--- src/rtl/sdrc_pkg.sv ---
// Shared definitions for the two-master SDRAM-controller Wishbone arbiter.
package sdrc_pkg;

   localparam int APP_AW_DEF = 26;
   localparam int DW_DEF     = 32;

   // Encoding chosen so the state vector doubles as the one-hot grant bus.
   typedef enum logic [1:0] {
      ST_IDLE = 2'b00,
      ST_GNT0 = 2'b01,
      ST_GNT1 = 2'b10
   } arb_state_e;

   localparam logic [2:0] CTI_CLASSIC = 3'b000;
   localparam logic [2:0] CTI_INCR    = 3'b010;
   localparam logic [2:0] CTI_EOB     = 3'b111;

endpackage

--- src/rtl/wb_arb_tmo.sv ---
// Stall counter for the current bus owner; flags when the stall count
// has reached the configured limit.
module wb_arb_tmo #(
   parameter int TMO_CYC = 255
) (
   input  logic clk_i,
   input  logic rst_n_i,
   input  logic stall_i,
   input  logic clr_i,
   output logic tmo_o
);

   logic [7:0] cnt_q, cnt_d;

   // Clear wins over counting so a grant change always starts from zero.
   always_comb begin
      cnt_d = cnt_q;
      if (clr_i)
         cnt_d = 8'd0;
      else if (stall_i)
         cnt_d = cnt_q + 8'd1;
   end

   // Counter register.
   always_ff @(posedge clk_i or negedge rst_n_i) begin
      if (!rst_n_i)
         cnt_q <= 8'd0;
      else
         cnt_q <= cnt_d;
   end

   assign tmo_o = (cnt_q == 8'(TMO_CYC));

endmodule

--- src/rtl/wb_sdrc_arbiter.sv ---
// Round-robin arbiter giving two Wishbone masters access to one SDRAM
// controller slave port, with an ack timeout that recovers a hung owner.
//
// state   | meaning
// --------+--------------------------------------------
// ST_IDLE | no owner, slave port driven to zero
// ST_GNT0 | master 0 owns the slave port until cyc drops
// ST_GNT1 | master 1 owns the slave port until cyc drops
module wb_sdrc_arbiter
   import sdrc_pkg::*;
#(
   parameter int APP_AW  = APP_AW_DEF,
   parameter int dw      = DW_DEF,
   parameter int TMO_CYC = 255
) (
   input  logic              wb_clk,
   input  logic              wb_resetn,
   input  logic              m0_wb_cyc,
   input  logic              m0_wb_stb,
   input  logic              m0_wb_we,
   input  logic [APP_AW-1:0] m0_wb_addr,
   input  logic [dw/8-1:0]   m0_wb_sel,
   input  logic [dw-1:0]     m0_wb_dati,
   input  logic [2:0]        m0_wb_cti,
   output logic [dw-1:0]     m0_wb_dato,
   output logic              m0_wb_ack,
   output logic              m0_wb_err,
   input  logic              m1_wb_cyc,
   input  logic              m1_wb_stb,
   input  logic              m1_wb_we,
   input  logic [APP_AW-1:0] m1_wb_addr,
   input  logic [dw/8-1:0]   m1_wb_sel,
   input  logic [dw-1:0]     m1_wb_dati,
   input  logic [2:0]        m1_wb_cti,
   output logic [dw-1:0]     m1_wb_dato,
   output logic              m1_wb_ack,
   output logic              m1_wb_err,
   output logic              s_wb_cyc,
   output logic              s_wb_stb,
   output logic              s_wb_we,
   output logic [APP_AW-1:0] s_wb_addr,
   output logic [dw/8-1:0]   s_wb_sel,
   output logic [dw-1:0]     s_wb_dati,
   output logic [2:0]        s_wb_cti,
   input  logic [dw-1:0]     s_wb_dato,
   input  logic              s_wb_ack,
   output logic [1:0]        grant
);

   arb_state_e        state_q, state_d;
   logic              last_q, last_d;   // 1: master 1 was served last
   logic              own_cyc, own_stb, own_we;
   logic [APP_AW-1:0] own_addr;
   logic [dw/8-1:0]   own_sel;
   logic [dw-1:0]     own_dati;
   logic [2:0]        own_cti;
   logic              stall, tmo_hit, tmo;

   // Select the current owner's request; everything zero with no owner.
   always_comb begin
      own_cyc  = 1'b0;
      own_stb  = 1'b0;
      own_we   = 1'b0;
      own_addr = '0;
      own_sel  = '0;
      own_dati = '0;
      own_cti  = CTI_CLASSIC;
      case (state_q)
         ST_GNT0: begin
            own_cyc  = m0_wb_cyc;
            own_stb  = m0_wb_stb;
            own_we   = m0_wb_we;
            own_addr = m0_wb_addr;
            own_sel  = m0_wb_sel;
            own_dati = m0_wb_dati;
            own_cti  = m0_wb_cti;
         end
         ST_GNT1: begin
            own_cyc  = m1_wb_cyc;
            own_stb  = m1_wb_stb;
            own_we   = m1_wb_we;
            own_addr = m1_wb_addr;
            own_sel  = m1_wb_sel;
            own_dati = m1_wb_dati;
            own_cti  = m1_wb_cti;
         end
         default: ;
      endcase
   end

   // A coincident slave ack always beats the timeout.
   assign stall = own_cyc & own_stb & ~s_wb_ack;
   assign tmo   = tmo_hit & stall;

   // Next owner: held for the whole cyc, re-arbitrated only on release or timeout.
   always_comb begin
      state_d = state_q;
      last_d  = last_q;
      if (tmo) begin
         state_d = ST_IDLE;
         last_d  = (state_q == ST_GNT1);
      end else if ((state_q == ST_IDLE) || !own_cyc) begin
         if (m0_wb_cyc && (!m1_wb_cyc || last_q)) begin
            state_d = ST_GNT0;
            last_d  = 1'b0;
         end else if (m1_wb_cyc) begin
            state_d = ST_GNT1;
            last_d  = 1'b1;
         end else begin
            state_d = ST_IDLE;
         end
      end
   end

   // State and round-robin pointer; m0 gets first pick out of reset.
   always_ff @(posedge wb_clk or negedge wb_resetn) begin
      if (!wb_resetn) begin
         state_q <= ST_IDLE;
         last_q  <= 1'b1;
      end else begin
         state_q <= state_d;
         last_q  <= last_d;
      end
   end

   wb_arb_tmo #(.TMO_CYC(TMO_CYC)) u_tmo (
      .clk_i   (wb_clk),
      .rst_n_i (wb_resetn),
      .stall_i (stall),
      .clr_i   (~stall | (state_d != state_q)),
      .tmo_o   (tmo_hit)
   );

   assign grant      = state_q;
   assign s_wb_cyc   = own_cyc & ~tmo;
   assign s_wb_stb   = own_stb & ~tmo;
   assign s_wb_we    = own_we;
   assign s_wb_addr  = own_addr;
   assign s_wb_sel   = own_sel;
   assign s_wb_dati  = own_dati;
   assign s_wb_cti   = own_cti;
   assign m0_wb_ack  = s_wb_ack & (state_q == ST_GNT0);
   assign m1_wb_ack  = s_wb_ack & (state_q == ST_GNT1);
   assign m0_wb_err  = tmo & (state_q == ST_GNT0);
   assign m1_wb_err  = tmo & (state_q == ST_GNT1);
   assign m0_wb_dato = s_wb_dato;
   assign m1_wb_dato = s_wb_dato;

endmodule

--- config.mk ---
export PLATFORM = sky130hd
export DESIGN_NAME = wb_sdrc_arbiter
export DESIGN_NICKNAME = d
export VERILOG_FILES = /design/src/rtl/sdrc_pkg.sv /design/src/rtl/wb_arb_tmo.sv /design/src/rtl/wb_sdrc_arbiter.sv
export SDC_FILE = /design/constraint.sdc
export NUM_CORES = 1
export LEC_CHECK = 0
export BUFFER_PORTS_ARGS = -buffer_cell sky130_fd_sc_hd__buf_2
export CAP_MARGIN = 15
export CORE_AREA = 2 2 122 124
export CTS_CLUSTER_SIZE = 40
export DETAILED_ROUTE_END_ITERATION = 16
export DIE_AREA = 0 0 124 126
export PLACE_DENSITY = 0.56
export SYNTH_ARGS = -nofsm -noshare
export SYNTH_HDL_FRONTEND = slang
export SYNTH_SLANG_ARGS = --single-unit
--- constraint.sdc ---
create_clock -name wb_clk -period 4 [get_ports wb_clk]
set_input_delay 0.4 -clock wb_clk [delete_from_list [all_inputs] [get_ports wb_clk]]
set_output_delay 0.4 -clock wb_clk [all_outputs]
set_load 0.01 [all_outputs]
==> metrics.txt <==
Worst Path Buf+Inv=3; Clock power frac=between 10% and 20%; multi-input gate area in the final layout=1344 µm²; ys async rst share=100.0%; critical path class=flip-flop to output port; via/cell ratio=around 4.2; Finish-stage setup viols=0; initial antenna violation count=0; via count=2,581; die footprint=15,620 µm²; main area contributors after synthesis=a22oi_1 23%, buf_4 22%, nor2b_1 19%, dfrtp_1 11%, clkbuf_1 3.2%; CP max stage delay=420 ps; cell count after synthesis=299; Slew Limit Fails=0; Yosys top cell area share=between 20% and 30%; Arr. time, crit path=2560 ps; total power=1130 µW; post-synthesis sequential area ratio=12.58%; setup TNS=0 ps; Critical Path Fanout Max=36; CTS tree=done; Syn Area/Cell=around 7.4 µm²; Post-DRT Antenna Nets=0; FILL cells=1,629; Syn-to-layout area delta=38.25%; top cells by count, synth=66 x a22oi_1, 66 x nor2b_1, 64 x buf_4, 19 x clkbuf_1, 13 x nor2_1; sw power=around 500 µW; H-tree depth=1; RSZ-0062 raised after global routing=false; number of placed cells counting well taps=around 610; post-CTS setup buffers=0; logic gate share of total power=between 70% and 80%; run status=completed; Post-synth EDFFs=0; r2r setup slk=1510 ps; P_int=627.8 µW; Worst-Skew Late Latency=240 ps; row cnt=44; Max VDD drop=~140 µV; Flop pwr share=11.8%; Hold Crit Class=input port to async pin; Sw Ratio=44.43%; fin cells=around 620; die height=126 µm; FF+latch area=276.5 µm²; core area=around 14,000 µm²; Crit-path slowest cell=and4b_1; clock transition time at the flip-flop clock pins of the worst setup and hold paths=40 ps; CTS Buffer Depth=2; hold slack=32.99 ps; chip width=124 µm; Slew HR=65.45%; number of antenna diodes=0; GRT overflow=0; Post-CTS Resized=0; Worst Setup Start Kind=flip-flop; design area=3039 µm²; Residual DRC=0; Starting Density=15.36%; area leader, netlist=a22oi_1; dpl hpwl=~6600 µm; Final GP Congestion=roughly 0.75; drt first pass iters=4; CP delay by family, top=simple AND/OR/NAND/NOR gates; critical path cell sequence=inv_1 -> ha_2 -> buf_4 -> a22o_1 -> and4b_1 -> nand3_1 -> and3_1 -> buf_2; maxcap violations=0; crit end category=output port; largest net degree at the start of global routing=38; #FFs+latches synth=11; Hold Buf Count CTS=0; f_max=338.4 MHz; ratio of cells with drive above 1 in the final layout=52.78%; vias in the first global route=2,387; placed instance area=2960 µm²; Slew @ Worst Pin=518.3 ps; Critical Path RT=3600 ps; overall routing resource usage=9.378%; synth warn=0; # clock sinks=11; CTS root buf=clkbuf_16; syn nets=474; Cell Area, Synth=2198 µm²; Routed WL=8122 µm; Leak Pwr=0.001554 µW; Wirelength per Cell=13.19 µm; final hold vios=0; Main synth FF type=dfrtp_1; boundary pin count=309; Initial DRC Count=81; Tcrit/Tclk final=73.88%; count of input and output buffers=~210; first-pass GRT wire length=~12,000 µm; synth unique cells=34; TritonCTS Buffers=3; Post-layout nets=between 600 and 700; Cell Pwr Density=approximately 370 nW/µm²; Tmin final=2955 ps; Final Skew=3.167 ps
-- worst register-to-register path, delay by kind of cell (launching register included) --
kind	cells	cell delay (ps)
AND/OR/NAND/NOR	2	380
adder cells (fa/ha/maj)	1	660
flip-flops	1	430
buffers and inverters	2	500
AO/OA/AOI/OAI	2	440
-- layout by cell type, fill, tap and decap left out, drive strengths merged, types with 4 or more instances in the layout --
| master | n |
|---|---|
| a22oi | 67 |
| and2 | 6 |
| and3 | 6 |
| buf | 217 |
| clkbuf | 4 |
| dfrtp | 10 |
| ha | 4 |
| nand2 | 8 |
| nor2 | 13 |
| nor2b | 66 |
-- flip-flops by register name, summed over array words and instances (netlist names) --
signal       cells
last_q           1
u_tmo.cnt_q      8
grant            2
-- worst paths after layout --
check	start	depth (start not counted)	endpoint
worst max-delay path	grant[1]	8	s_wb_cyc
worst min-delay path	wb_resetn	1	u_tmo.cnt_q[6]
worst max register to register	grant[0]	7	u_tmo.cnt_q[0]
worst min register to register	u_tmo.cnt_q[0]	1	u_tmo.cnt_q[0]
max in group asynchronous	wb_resetn	1	last_q
min in group wb_clk	u_tmo.cnt_q[0]	1	u_tmo.cnt_q[0]
-- routing by layer --
| metal | wire (µm) | share of wire (%) | vias to the layer above | global-route usage [%] |
|---|---|---|---|---|
| met5 | 0 | 0 | - | 0 |
| met4 | 166 | 2.0 | 0 | 2.512 |
| met3 | 782 | 9.6 | 26 | 1.947 |
| met2 | 4039 | 50 | 162 | 17.87 |
| met1 | 3134 | 39 | 1145 | 10.30 |
| li1 | - | - | 1248 | - |
-- cell type report --
cell class,count,share of cell area (%)
clock buffer,4,2.594
inverter,3,0.3705
multi-input combinational,197,44.22
sequential,11,9.098
tap,184,7.575
timing repair buffer,217,36.15
-- through the flow --
step                      setup slack, ps  utilization [%]
final                                1045            21.23
after global routing                796.6            21.23
after CTS                            1030            21.23
after detailed placement             1277            20.68
after global placement               1319            20.68
after floorplan                      1817                -
-- kinds of logic after synthesis --
| logic type | after synthesis | share of synthesized area [%] |
|---|---|---|
| AO/OA/AOI/OAI | 79 | 27.21 |
| XOR/XNOR | 5 | 1.992 |
| adder cells (fa/ha/maj) | 4 | 2.277 |
| buffers and inverters | 91 | 26.64 |
| flip-flops | 11 | 12.58 |
| AND/OR/NAND/NOR | 109 | 29.31 |
-- power by group through the flow --
stage | combinational [µW] | clock (µW) | sequential, µW
after global placement | 826 | 0 | 134
final | 814 | 182 | 133
after detailed placement | 822 | 0 | 135
after floorplan | 579 | 0 | 134
after CTS | 824 | 186 | 133
after global routing | 910 | 195 | 134
Power figures use the tool's default switching activity.
